## src/rtl/bitfuscnn_pkg.sv

```systemverilog
// Shared types and constants for the bitfuscnn tile sequencer.
package bitfuscnn_pkg;

    localparam int LANES      = 4;
    localparam int PIPE_DEPTH = 4;

    typedef enum logic [2:0] {
        ST_IDLE,
        ST_FILL,
        ST_LAND,
        ST_ISSUE,
        ST_DRAIN,
        ST_XFER,
        ST_WAIT_PPU,
        ST_DONE
    } seq_state_t;

    // Number of LANES-wide groups needed to hold n elements.
    function automatic logic [7:0] ceil_div4(input logic [7:0] n);
        logic [8:0] sum;
        sum = {1'b0, n} + 9'd3;
        return {1'b0, sum[8:2]};
    endfunction

endpackage

```

## src/rtl/bitfuscnn_lane_mask.sv

```systemverilog
// Marks which of the LANES entries of a group hold real elements of a count.
module bitfuscnn_lane_mask
    import bitfuscnn_pkg::*;
(
    input  logic [7:0] count,
    input  logic [7:0] group_idx,
    output logic [3:0] mask
);

    logic [9:0] base;

    assign base = {group_idx, 2'b00};

    always_comb begin
        mask = '0;
        for (int i = 0; i < LANES; i++) begin
            mask[i] = ({2'b00, count} > (base + 10'(i)));
        end
    end

endmodule

```

## src/rtl/bitfuscnn_tile_sequencer.sv

```systemverilog
// Loop-nest controller for one PE tile: RAM fetch, operand issue, drain,
// buffer swap and PPU handshake, frozen by crossbar stall.
module bitfuscnn_tile_sequencer
    import bitfuscnn_pkg::*;
#(
    parameter int RAM_WIDTH = 14
) (
    input  logic                 clk,
    input  logic                 reset_n,
    input  logic                 start,
    input  logic                 abort,
    input  logic [7:0]           weight_count,
    input  logic [7:0]           activation_count,
    input  logic [7:0]           channel_groups,
    input  logic [RAM_WIDTH-1:0] weight_base,
    input  logic [RAM_WIDTH-1:0] act_base,
    input  logic                 cxb_stall,
    input  logic                 ppu_done,
    output logic                 ram_read,
    output logic [RAM_WIDTH-1:0] w_addr,
    output logic [RAM_WIDTH-1:0] a_addr,
    output logic                 w_load,
    output logic                 a_load,
    output logic                 mult_valid,
    output logic [3:0]           w_lane_valid,
    output logic [3:0]           a_lane_valid,
    output logic                 transfer,
    output logic                 busy,
    output logic                 done
);

    seq_state_t           state_q, state_d;
    logic [1:0]           beat_q, beat_d;
    logic [7:0]           drain_q, drain_d;
    logic [7:0]           wg_q, wg_d, ag_q, ag_d, cg_q, cg_d;
    logic [7:0]           wc_q, wc_d, ac_q, ac_d, cgroups_q, cgroups_d;
    logic [RAM_WIDTH-1:0] w_ptr_q, w_ptr_d, a_cg_ptr_q, a_cg_ptr_d;

    logic                 ram_read_q, ram_read_d;
    logic [RAM_WIDTH-1:0] w_addr_q, w_addr_d, a_addr_q, a_addr_d;
    logic                 w_load_q, w_load_d, a_load_q, a_load_d;
    logic                 mult_valid_q, mult_valid_d;
    logic [3:0]           w_lane_q, w_lane_d, a_lane_q, a_lane_d;
    logic                 transfer_q, transfer_d, busy_q, busy_d, done_q, done_d;

    logic [7:0]           nw, na;
    logic [3:0]           w_mask, a_mask;
    logic                 stalled;

    assign nw = ceil_div4(wc_q);
    assign na = ceil_div4(ac_q);

    // Stall suppresses new reads/issues in the cycle it is seen; loads owed
    // to an earlier read are unaffected.
    assign stalled    = cxb_stall && (state_q inside {ST_FILL, ST_LAND, ST_ISSUE, ST_DRAIN});
    assign ram_read   = ram_read_q && !cxb_stall;
    assign mult_valid = mult_valid_q && !cxb_stall;

    bitfuscnn_lane_mask u_w_mask (
        .count     (wc_d),
        .group_idx (wg_d),
        .mask      (w_mask)
    );

    bitfuscnn_lane_mask u_a_mask (
        .count     (ac_d),
        .group_idx (ag_d),
        .mask      (a_mask)
    );

    always_comb begin
        state_d    = state_q;
        beat_d     = beat_q;
        drain_d    = drain_q;
        wg_d       = wg_q;
        ag_d       = ag_q;
        cg_d       = cg_q;
        wc_d       = wc_q;
        ac_d       = ac_q;
        cgroups_d  = cgroups_q;
        w_ptr_d    = w_ptr_q;
        a_cg_ptr_d = a_cg_ptr_q;

        if (abort) begin
            state_d    = ST_IDLE;
            beat_d     = '0;
            drain_d    = '0;
            wg_d       = '0;
            ag_d       = '0;
            cg_d       = '0;
            w_ptr_d    = '0;
            a_cg_ptr_d = '0;
        end else if (!stalled) begin
            unique case (state_q)
                ST_IDLE: begin
                    if (start) begin
                        wc_d       = weight_count;
                        ac_d       = activation_count;
                        cgroups_d  = channel_groups;
                        beat_d     = '0;
                        drain_d    = '0;
                        wg_d       = '0;
                        ag_d       = '0;
                        cg_d       = '0;
                        w_ptr_d    = weight_base;
                        a_cg_ptr_d = act_base;
                        if (channel_groups == 8'd0)
                            state_d = ST_DONE;
                        else if (weight_count == 8'd0 || activation_count == 8'd0)
                            state_d = ST_DRAIN;
                        else
                            state_d = ST_FILL;
                    end
                end
                ST_FILL: begin
                    if (beat_q == 2'd3) begin
                        beat_d  = '0;
                        state_d = ST_LAND;
                    end else begin
                        beat_d = beat_q + 2'd1;
                    end
                end
                ST_LAND: state_d = ST_ISSUE;
                ST_ISSUE: begin
                    if (ag_q + 8'd1 < na) begin
                        ag_d    = ag_q + 8'd1;
                        state_d = ST_FILL;
                    end else begin
                        ag_d    = '0;
                        w_ptr_d = w_ptr_q + RAM_WIDTH'(LANES);
                        if (wg_q + 8'd1 < nw) begin
                            wg_d    = wg_q + 8'd1;
                            state_d = ST_FILL;
                        end else begin
                            drain_d = '0;
                            state_d = ST_DRAIN;
                        end
                    end
                end
                ST_DRAIN: begin
                    if (drain_q == 8'(PIPE_DEPTH - 1)) begin
                        drain_d = '0;
                        state_d = ST_XFER;
                    end else begin
                        drain_d = drain_q + 8'd1;
                    end
                end
                ST_XFER: state_d = ST_WAIT_PPU;
                ST_WAIT_PPU: begin
                    if (ppu_done) begin
                        if (cg_q + 8'd1 < cgroups_q) begin
                            cg_d       = cg_q + 8'd1;
                            a_cg_ptr_d = a_cg_ptr_q + RAM_WIDTH'({na, 2'b00});
                            wc_d       = weight_count;
                            ac_d       = activation_count;
                            cgroups_d  = channel_groups;
                            wg_d       = '0;
                            ag_d       = '0;
                            beat_d     = '0;
                            drain_d    = '0;
                            if (weight_count == 8'd0 || activation_count == 8'd0)
                                state_d = ST_DRAIN;
                            else
                                state_d = ST_FILL;
                        end else begin
                            state_d = ST_DONE;
                        end
                    end
                end
                ST_DONE: state_d = ST_IDLE;
                default: state_d = ST_IDLE;
            endcase
        end

        // Outputs are decoded from the next state so they appear registered.
        ram_read_d   = (state_d == ST_FILL);
        w_addr_d     = ram_read_d ? (w_ptr_d + RAM_WIDTH'(beat_d)) : '0;
        a_addr_d     = ram_read_d ? (a_cg_ptr_d + RAM_WIDTH'({ag_d, 2'b00}) + RAM_WIDTH'(beat_d)) : '0;
        w_load_d     = ram_read && (ag_q == 8'd0) && !abort;
        a_load_d     = ram_read && !abort;
        mult_valid_d = (state_d == ST_ISSUE);
        w_lane_d     = mult_valid_d ? w_mask : 4'b0000;
        a_lane_d     = mult_valid_d ? a_mask : 4'b0000;
        transfer_d   = (state_d == ST_XFER);
        busy_d       = (state_d != ST_IDLE);
        done_d       = (state_d == ST_DONE);
    end

    always_ff @(posedge clk or negedge reset_n) begin
        if (!reset_n) begin
            state_q      <= ST_IDLE;
            beat_q       <= '0;
            drain_q      <= '0;
            wg_q         <= '0;
            ag_q         <= '0;
            cg_q         <= '0;
            wc_q         <= '0;
            ac_q         <= '0;
            cgroups_q    <= '0;
            w_ptr_q      <= '0;
            a_cg_ptr_q   <= '0;
            ram_read_q   <= 1'b0;
            w_addr_q     <= '0;
            a_addr_q     <= '0;
            w_load_q     <= 1'b0;
            a_load_q     <= 1'b0;
            mult_valid_q <= 1'b0;
            w_lane_q     <= '0;
            a_lane_q     <= '0;
            transfer_q   <= 1'b0;
            busy_q       <= 1'b0;
            done_q       <= 1'b0;
        end else begin
            state_q      <= state_d;
            beat_q       <= beat_d;
            drain_q      <= drain_d;
            wg_q         <= wg_d;
            ag_q         <= ag_d;
            cg_q         <= cg_d;
            wc_q         <= wc_d;
            ac_q         <= ac_d;
            cgroups_q    <= cgroups_d;
            w_ptr_q      <= w_ptr_d;
            a_cg_ptr_q   <= a_cg_ptr_d;
            ram_read_q   <= ram_read_d;
            w_addr_q     <= w_addr_d;
            a_addr_q     <= a_addr_d;
            w_load_q     <= w_load_d;
            a_load_q     <= a_load_d;
            mult_valid_q <= mult_valid_d;
            w_lane_q     <= w_lane_d;
            a_lane_q     <= a_lane_d;
            transfer_q   <= transfer_d;
            busy_q       <= busy_d;
            done_q       <= done_d;
        end
    end

    assign w_addr       = w_addr_q;
    assign a_addr       = a_addr_q;
    assign w_load       = w_load_q;
    assign a_load       = a_load_q;
    assign w_lane_valid = w_lane_q;
    assign a_lane_valid = a_lane_q;
    assign transfer     = transfer_q;
    assign busy         = busy_q;
    assign done         = done_q;

endmodule

```

## config.mk

```make
export PLATFORM = sky130hd
export DESIGN_NAME = bitfuscnn_tile_sequencer
export DESIGN_NICKNAME = d
export VERILOG_FILES = /design/src/rtl/bitfuscnn_pkg.sv /design/src/rtl/bitfuscnn_lane_mask.sv /design/src/rtl/bitfuscnn_tile_sequencer.sv
export SDC_FILE = /design/constraint.sdc
export NUM_CORES = 1
export LEC_CHECK = 0
export ABC_AREA = 1
export BUFFER_PORTS_ARGS = -buffer_cell sky130_fd_sc_hd__buf_4
export CORE_ASPECT_RATIO = 0.6
export CORE_MARGIN = 2
export CORE_UTILIZATION = 34
export CTS_BUF_LIST = sky130_fd_sc_hd__clkbuf_4
export CTS_CLUSTER_DIAMETER = 40
export CTS_CLUSTER_SIZE = 12
export DETAILED_ROUTE_END_ITERATION = 8
export MAX_ROUTING_LAYER = met4
export SKIP_LAST_GASP = 1
export SLEW_MARGIN = 20
export SYNTH_ARGS = -nofsm -noshare
export SYNTH_HDL_FRONTEND = slang
export SYNTH_SLANG_ARGS = --single-unit
```

## constraint.sdc

```tcl
create_clock -name clk -period 4.7 [get_ports clk]
set_clock_uncertainty 0.05 [all_clocks]
set_input_delay 0 -clock clk [delete_from_list [all_inputs] [get_ports clk]]
set_output_delay 0 -clock clk [all_outputs]
set_load 0.03 [all_outputs]
```

# Yosys cells after proc, flatten, opt, wreduce, memory -nomap -nowiden
# Cells that the tools add are included.
# W data, S select, Z words.
[classes]
add_sub_neg = 18
n_lt_le_gt_ge = 11
eq_ne = 22
muxes = 79
n_bitwise = 2
n_reduce_logical = 22
[op_table]
columns = ["cell", "count"]
rows = [
  ["$mux W8", 38],
  ["$mux W14", 11],
  ["$gt A8 B10 Y1", 8],
  ["$pmux W8 S2", 4],
  ["$pmux W14 S2", 2],
  ["$pmux W8 S3", 2],
  ["$add A10 B2 Y10 const B", 4],
  ["$mux W3", 11],
  ["$add A8 B1 Y8 const B", 4],
  ["$logic_not A8 Y1", 4],
  ["$pmux W8 S4", 1],
  ["$add A14 B2 Y14", 2],
  ["$pmux W3 S8", 1],
  ["$add A10 B1 Y10 const B", 2],
  ["$add A8 B2 Y9 const B", 2],
  ["$eq A3 B3 Y1 const B", 6],
  ["$lt A8 B7 Y1", 2],
  ["$ne A3 B3 Y1 const B", 5],
  ["$add A14 B10 Y14", 1],
  ["$add A14 B3 Y14 const B", 1],
  ["$add A14 B9 Y14", 1],
  ["$mux W2", 6],
  ["$eq A3 B2 Y1 const B", 3],
  ["$eq A8 B2 Y1 const B", 1],
  ["19 further kinds", 32],
]
[totals]
ff_bits = 132
input_bits = 58
output_inout_bits = 43
wordCells = 176

# Longest topological paths before layout
# Gate-level depths: netlist of run 1.
[logic_depth]
ltp_word = 10
ltp_mapped = 34
depth_no_buf = 34

# Hierarchy
# Synthesis of run 1 repeated with hierarchy kept, for this count alone.
[hier_totals]
cells_unflattened = 1330
hier_area_um2 = 9719.3
[modules_own_cells]
columns = ["module", "instances", "cells_per_inst", "area_per_inst_um2", "seq_area_each_um2"]
rows = [
  ["bitfuscnn_tile_sequencer", 1, 1226, 9083.7, 3303.2],
  ["bitfuscnn_lane_mask", 2, 52, 317.8, 0.0],
]

# Worst setup path after synthesis of run 1
# OpenSTA, ideal clock, no wires.
[synth_timing]
kind = "register -> register"
startpoint = "reg cg_q[2]"
endpoint = "reg a_addr_q[13] (netlist: a_addr[13])"
setup_ns = 0.119
t_arrival_ns = 4.058
required_time_ns = 4.531
path_slack_ns = 0.473
stages_incl_launch_ff = 31
path_buffers = 0
synth_period_minus_slack_ns = 4.227
cell_sequence = "dfrtp_1 > nand2_1 > inv_1 > nand4_1 > nor2_1 > nand2_1 > xor2_1 > inv_1 > ha_1 > a21oi_1 > o21a_1 > nand2_1 > nor2_2 > nor2_1 > a211oi_1 > o2bb2ai_1 > a22oi_1 > inv_1 > ha_1 > nand4_1 > o211a_1 > nor2_1 > nand2_1 > o211ai_1 > nand2_1 > nand2_1 > nand3_1 > nor2_1 > nand3_1 > nand2_1 > nor2_1"
[synth_between]
word_cells_on_any_way = 26
cone_classes = "add/sub: 3; order compare: 1; eq/ne: 1; mux: 21"
[synth_rtl]
columns = ["element", "line", "source"]
rows = [
  ["from (decl)", "bitfuscnn_tile_sequencer.sv:35", "logic [7:0] wg_q, wg_d, ag_q, ag_d, cg_q, cg_d;"],
  ["from (signal assigned)", "bitfuscnn_tile_sequencer.sv:219", "cg_q <= cg_d;"],
  ["$add A8 B1 Y8", "bitfuscnn_tile_sequencer.sv:151", "if (cg_q + 8'd1 < cgroups_q) begin"],
  ["$lt A8 B8 Y1", "bitfuscnn_tile_sequencer.sv:151", ""],
  ["$mux W2", "bitfuscnn_tile_sequencer.sv:151", ""],
  ["$mux W2", "bitfuscnn_tile_sequencer.sv:150", "if (ppu_done) begin"],
  ["$pmux W2 S3", "bitfuscnn_tile_sequencer.sv:94", "unique case (state_q)"],
  ["$mux W2", "bitfuscnn_tile_sequencer.sv:93", "end else if (!stalled) begin"],
  ["$mux W2", "bitfuscnn_tile_sequencer.sv:84", "if (abort) begin"],
  ["named net beat_d[1]", "bitfuscnn_tile_sequencer.sv:33", "logic [1:0] beat_q, beat_d;"],
  ["$add A14 B2 Y14", "bitfuscnn_tile_sequencer.sv:178", "a_addr_d = ram_read_d ? (a_cg_ptr_d + RAM_WIDTH'({ag_d, 2'b00}) + RAM_WIDTH'(beat_d)) : '0;"],
  ["$mux W14", "bitfuscnn_tile_sequencer.sv:178", ""],
  ["named net a_addr_d[13]", "bitfuscnn_tile_sequencer.sv:40", "logic [RAM_WIDTH-1:0] w_addr_q, w_addr_d, a_addr_q, a_addr_d;"],
  ["to (signal assigned)", "bitfuscnn_tile_sequencer.sv:227", "a_addr_q <= a_addr_d;"],
  ["to (decl)", "bitfuscnn_tile_sequencer.sv:40", ""],
]
# The timed path passes the listed nets, and every way through them passes these cells.
# A chain may end at the register's enable or synchronous reset.

# Worst setup path after layout of run 1
[layout_timing]
startpoint = "reg cg_q[3]"
endpoint = "reg a_addr_q[12] (netlist: a_addr[12])"
[layout_between]
elab_chain_cells = 10
word_cells_on_any_way = 26
cone_classes = "add/sub: 3; order compare: 1; eq/ne: 1; mux: 21"
[layout_lines]
columns = ["element", "line"]
rows = [
  ["$add A8 B1 Y8", "bitfuscnn_tile_sequencer.sv:151"],
  ["$lt A8 B8 Y1", "bitfuscnn_tile_sequencer.sv:151"],
  ["$mux W8", "bitfuscnn_tile_sequencer.sv:151"],
  ["$mux W8", "bitfuscnn_tile_sequencer.sv:150"],
  ["$pmux W8 S3", "bitfuscnn_tile_sequencer.sv:94"],
  ["$mux W8", "bitfuscnn_tile_sequencer.sv:93"],
  ["$mux W8", "bitfuscnn_tile_sequencer.sv:84"],
  ["named net ag_d[4]", "bitfuscnn_tile_sequencer.sv:35"],
  ["$add A14 B10 Y14", "bitfuscnn_tile_sequencer.sv:178"],
  ["$add A14 B2 Y14", "bitfuscnn_tile_sequencer.sv:178"],
  ["$mux W14", "bitfuscnn_tile_sequencer.sv:178"],
  ["named net a_addr_d[12]", "bitfuscnn_tile_sequencer.sv:40"],
]
# The timed path passes the listed nets, and every way through them passes these cells.

==> results.tsv, run 1 <==
metric	value	unit
grt_max_degree	61	
cp_num_buf_inv	5	
num_vias	9340	
synthArstFlopShare	100	%
outcome	completed	
vias_per_cell	5.08	
synth_common_cells	299 x nand2_1, 179 x inv_1, 132 x dfrtp_1	
wl_per_cell	17.1	µm
ios	101	
drtIter0Drc	786	
synthFlopType	dfrtp_1	
rsz0062_at_grt	yes	
clkTransAtPathRegs	140	ps
fin_crit_sh	93.9	%
dieWidth	217	µm
fmax	227	MHz
max_cap_violations	0	
synth_area_per_cell	7.36	µm²
critical-path-top-delay-family	simple AND/OR/NAND/NOR gates	
setup_tns	0	ps
wirelength	31500	µm
grt_overflow	0	
ys_seq_area_share	35.8	%
clkSinkCount	132	
synth_area_leaders	dfrtp_1 36%, nand2_1 12%, ha_1 8.0%	
drt_first_pass_iters	5	
setup_viol	0	
dp_hpwl	23900	µm
ys_ff_latch	132	
insertion_delay	610	ps
final.min_clock_period	4410	ps
place.gp.congestion	0.954	
crit_top_cell	nand2_1	
cts_tree	done	
start_kind	flop	
die_h	132	µm
path_class	reg -> reg	
crit_required	5140	ps
holdWs	41.9	ps
hold_viol	0	
synthDistinctLibCells	57	
cts_buffer_depth	2	
portBuffers	100	
syn_nets	1375	
hp-class	in -> reg	
final.setup.worst_slack	285	ps
syn_to_final_growth	29.0	%
numCtsBuffers	17	
cpMaxStageDelayCell	dfrtp_1	
core.rowCount	46	
drc	0	
yosys.area.top_type	dfrtp_1	
drive_gt1_share	19.6	%
slew_viol_final	0	
syn_area	9230	µm²
grt_antenna_before_repair	1	
htreeDepth	4	
grt_pass1_vias	8499	
synth_warnings	0	
nets	1586	
p_total	5.92	mW
slowest_delay	410	ps
ir_drop	0.236	mV
preCtsSetupSlack	103	ps
power.density	497	nW/µm²
worstMarginPinSlew	760	ps
crit_arrival	4860	ps
synth_edf_count	0	
end_kind	flop	
p_leak	5.83	nW
core_area	26500	µm²
crit_fanout	6	
grt_pass1_wl	48900	µm
root_buffer	clkbuf_4	
yosys.cell_count.top_type	nand2_1	
synthCells	1255	
floorplan.initialDensity	34.8	%
synth_top_area_share	35.8	%
die_area	28500	µm²
grtUsageTotal	22.9	%
relSlewSlack	49.3	%
postRouteAntennaNets	0	
==> stage by stage <==
step           instances  util, %  area (µm²)
2_1_floorplan       1255        -        9230
5_1_grt             1839     44.9       11900
6_report            1839     44.9       11900
3_5_place_dp        1728     40.0       10600
3_3_place_gp        1728     40.0       10600
4_1_cts             1823     43.6       11600
==> cells in the final DEF (no fill, tap or decap), types with 4 or more instances in the layout <==
cell / synthesis / final
a21o_1: 4 / 4
a21oi_1: 53 / 48
a21oi_2: 2 / 7
a22oi_1: 22 / 20
a31oi_1: 8 / 8
buf_4: 2 / 150
bufinv_16: 0 / 4
clkbuf_4: 0 / 18
clkinv_4: 0 / 4
dfrtp_1: 132 / 132
dlygate4sd3_1: 0 / 63
ha_1: 59 / 52
ha_4: 0 / 5
inv_1: 179 / 177
inv_2: 19 / 21
nand2_1: 299 / 296
nand2_2: 10 / 13
nand3_1: 71 / 69
nand3_2: 6 / 8
nand3b_1: 6 / 6
nand4_1: 16 / 16
nor2_1: 113 / 103
nor2_2: 13 / 18
nor2_4: 7 / 12
nor3_1: 17 / 17
nor4_1: 9 / 9
o211ai_1: 20 / 20
o21ai_0: 70 / 67
o21ai_1: 8 / 9
o221ai_1: 5 / 4
o22ai_1: 12 / 12
xnor2_1: 4 / 4
xor2_1: 26 / 25
==> final timing paths <==
check	startpoint	endpoint	slack, ps	cells past startpoint
setup / recovery	cg_q[3]$_DFFE_PN0P_	a_addr[12]$_DFF_PN0_	290	29
hold / removal	start	a_cg_ptr_q[4]$_DFF_PN0_	40	6
setup reg to reg	cg_q[3]$_DFFE_PN0P_	a_addr[12]$_DFF_PN0_	290	29
hold reg to reg	cgroups_q[0]$_DFFE_PN0P_	cgroups_q[0]$_DFFE_PN0P_	470	1
max in group asynchronous	reset_n	w_addr[1]$_DFF_PN0_	3240	4
min in group asynchronous	reset_n	ag_q[7]$_DFF_PN0_	340	3
==> layer usage <==
metal / GRT usage (%) / routed length [µm] / vias up
met5: - / 0 / -
met4: 4.07 / 246 / 0
met3: 5.39 / 3140 / 20
met2: 28.8 / 12100 / 365
met1: 36.1 / 16000 / 4410
li1: - / - / 4545
==> kinds of logic (layout without fill, tap and decap cells) <==
| kind of cell | after synthesis | after routing | share of synthesized area [%] |
|---|---|---|---|
| flops | 132 | 132 | 35.8 |
| compound gates | 226 | 226 | 15.1 |
| simple gates | 581 | 581 | 28.1 |
| fa+ha+maj | 62 | 62 | 8.65 |
| xor+xnor | 30 | 30 | 2.85 |
| other cells | 0 | 1 | 0 |
| mux | 1 | 1 | 0.122 |
| buf+inv | 223 | 446 | 9.38 |
==> what timing repair did <==
action	in CTS	in global routing
hold buffers	64	0
buffers inserted	0	15
endpoints found under the setup margin	0	14
hold endpoints to repair	158	0
resized for setup	0	48
==> where the power goes <==
group          switching [mW]  leakage, nW  internal, mW
sequential              0.163         1.79          1.37
clock                   0.471        0.168         0.425
combinational            2.36         3.87          1.13
==> worst min-delay path: stages <==
cell and delay (ps):
buf_4 100, nor2_2 90, inv_2 70, nand2_1 110, nand2_1 190, o21ai_4 100
==> layout make-up <==
type | count | area [µm²]
flip-flops and latches | 132 | 3300
repair buffers | 216 | 1810
multi-input cells | 900 | 5280
diodes | 1 | 2.50
fillers | 2632 | 14600
clock inverters | 13 | 184
clock buffers | 18 | 135
inverters | 199 | 747
well taps | 360 | 450
==> state kept, by name, indices dropped and copies added (netlist names), 4 cells and up <==
signal and cells:
a_addr 14, a_cg_ptr_q 14, a_lane_valid 4, ac_q 8
ag_q 8, cg_q 8, cgroups_q 8, drain_q 8
w_addr 14, w_lane_valid 4, w_ptr_q 14, wc_q 8
wg_q 8
No activity file was read; power rests on OpenSTA's default activity.
==> run 2: changes to the inputs <==
MAX_ROUTING_LAYER = unset   (was met4)
==> run 2 against run 1 <==
Net effect: cell count stayed put; non-clock buffer count decreased by 1; critical path depth increased by 4; critical endpoint unchanged; power grew 0.20%; worst hold slack better by 4.3 ps; sequential share of layout area rose by 0.11 points.
==> results.tsv, run 2 (synthesis gave the netlist of run 1 again) <==
metric	value	unit
grt_pass1_vias	8795	
floorplan.initialDensity	34.8	%
drc	0	
hold_depth	7	
vias_per_cell	5.06	
syn_to_final_growth	28.5	%
dpl_cell_area	10600	µm²
power.density	500	nW/µm²
regToRegEndpoint	a_addr[12]$_DFF_PN0_	
pwr-share-seq	26.1	%
p_leak	5.79	nW
path_class	reg -> reg	
fillers	2690	
p_switching	3.04	mW
die_area	28500	µm²
ios	101	
combPwrFrac	59.0	%
holdWs	46.2	ps
final.min_clock_period	4390	ps
worstMarginPinSlew	827	ps
rsz0062_at_grt	yes	
outcome	completed	
grtUsageTotal	22.6	%
die_h	132	µm
r2r_start	cg_q[3]$_DFFE_PN0P_	
insertion_delay	610	ps
grt_pass1_wl	49600	µm
drt_first_pass_iters	5	
place.gp.congestion	0.966	
cts_buffer_depth	2	
worst-r2r-setup-slack	310	ps
final_cell_mix	298 x nand2_1, 176 x inv_1, 146 x buf_4	
critical-path-top-delay-family	simple AND/OR/NAND/NOR gates	
cp_num_buf_inv	5	
rr_worst_depth	33	
regArea	3300	µm²
slew_viol_final	0	
grt_antenna_before_repair	1	
p_int	2.89	mW
multi_input_area	5250	µm²
core_area	26500	µm²
clkTransAtPathRegs	150	ps
nets	1585	
crit_required	5150	ps
slowest_delay	410	ps
portBuffers	100	
root_buffer	clkbuf_4	
numCtsBuffers	17	
drive_gt1_share	19.3	%
wl_per_cell	17.1	µm
end_kind	flop	
hold_path_end	a_cg_ptr_q[13]$_DFF_PN0_	
switching_share	51.3	%
final_common_cell	nand2_1	
stdcell_area	11900	µm²
num_vias	9314	
start_kind	flop	
crit_top_cell	nand2_1	
dp_hpwl	24000	µm
post-route-util	44.7	%
max_cap_violations	0	
drtIter0Drc	847	
hold_viol	0	
crit_arrival	4840	ps
grt_max_degree	76	
crit_fanout	4	
htreeDepth	4	
fin_crit_sh	93.4	%
postRouteAntennaNets	0	
wirelength	31400	µm
dieWidth	217	µm
ir_drop	0.201	mV
relSlewSlack	44.9	%
cts_tree	done	
p_total	5.93	mW
clockPowerShare	14.9	%
hp-class	in -> reg	
clkSinkCount	132	
cpMaxStageDelayCell	dfrtp_1	
core.rowCount	46	
min_from	ppu_done	
grt_overflow	0	
fmax	228	MHz
setup_viol	0	
## run 2: cell count changes in the layout (fill, tap and decap cells not counted), moves of 2 or more
cell           delta
clkinv_2          +3
buf_4             -4
inv_6             +4
nand2_2           -2
nand2_1           +2
dlygate4sd3_1     +3
o21ai_1           +2
a21oi_2           -3
ha_2              +2
clkinv_1          -2
a21oi_1           +3
o21ai_0           -2
clkinv_4          -3
ha_1              -2
## run 2: worst max path at each step
stage / slack, ps / end / cells past startpoint / from
after floorplan: 470 / a_addr[13]$_DFF_PN0_ / 30 / cg_q[2]$_DFFE_PN0P_
after global placement: 190 / a_addr[12]$_DFF_PN0_ / 29 / cg_q[2]$_DFFE_PN0P_
after detailed placement: 50 / a_addr[12]$_DFF_PN0_ / 29 / cg_q[2]$_DFFE_PN0P_
after CTS: 5 / a_addr[12]$_DFF_PN0_ / 29 / cg_q[3]$_DFFE_PN0P_
after global routing: -50 / a_addr[13]$_DFF_PN0_ / 33 / ac_q[1]$_DFF_PN0_
final: 310 / a_addr[12]$_DFF_PN0_ / 33 / cg_q[3]$_DFFE_PN0P_
## run 2: what timing repair did
item / CTS / global route
setup buffers: 0 / 14
hold buffers: 67 / 0
endpoints found under the hold margin: 158 / 0
endpoints found under the setup margin: 0 / 14
gates resized for setup: 0 / 45
## run 2: power groups by stage
stage	clock network, mW	registers, mW	logic [mW]
5_1_grt	0.955	1.57	3.87
6_report	0.884	1.55	3.50
3_3_place_gp	0	1.56	3.21
3_5_place_dp	0	1.55	3.25
2_1_floorplan	0	1.63	2.09
4_1_cts	0.899	1.54	3.34
## run 2: worst reg2reg max path: cells and delay by family (launching register included)
kind                       cells  cell delay (ps)
AOI/OAI and AO/OA              5              630
DFF                            1              410
xor gates and xnor gates       1              190
buffers and inverters          5              380
adders and majority gates      3              830
and+or+nand+nor               19             1810
## run 2: cell type report
| cell class | count | area share, % |
|---|---|---|
| Inverter | 199 | 6.29 |
| Sequential cell | 132 | 27.8 |
| Clock inverter | 15 | 1.50 |
| Timing Repair Buffer | 215 | 15.2 |
| Antenna cell | 1 | 0.0211 |
| Multi-Input combinational cell | 900 | 44.2 |
| Tap cell | 360 | 3.80 |
| Clock buffer | 17 | 1.08 |
## run 2: per-layer routing
metal  routed length (µm)  GRT usage, %  up-vias  share of wire (%)
met3                 2630          5.63       33                8.4
met1                16600          37.3     4362                 53
met5                    0             0        -                  0
met2                11900          28.1      358                 38
li1                     -             -     4561                  -
met4                  311          4.72        0               0.99
## run 2: metrics by stage
| stage | instances | setup TNS, ps | worst slack [ps] |
|---|---|---|---|
| global route | 1839 | -78.1 | -47.4 |
| CTS | 1824 | 0 | 5.34 |
| global placement | 1725 | 0 | 186 |
| detailed placement | 1725 | 0 | 49.8 |
| floorplan | 1255 | 0 | 473 |
| finish | 1839 | 0 | 311 |
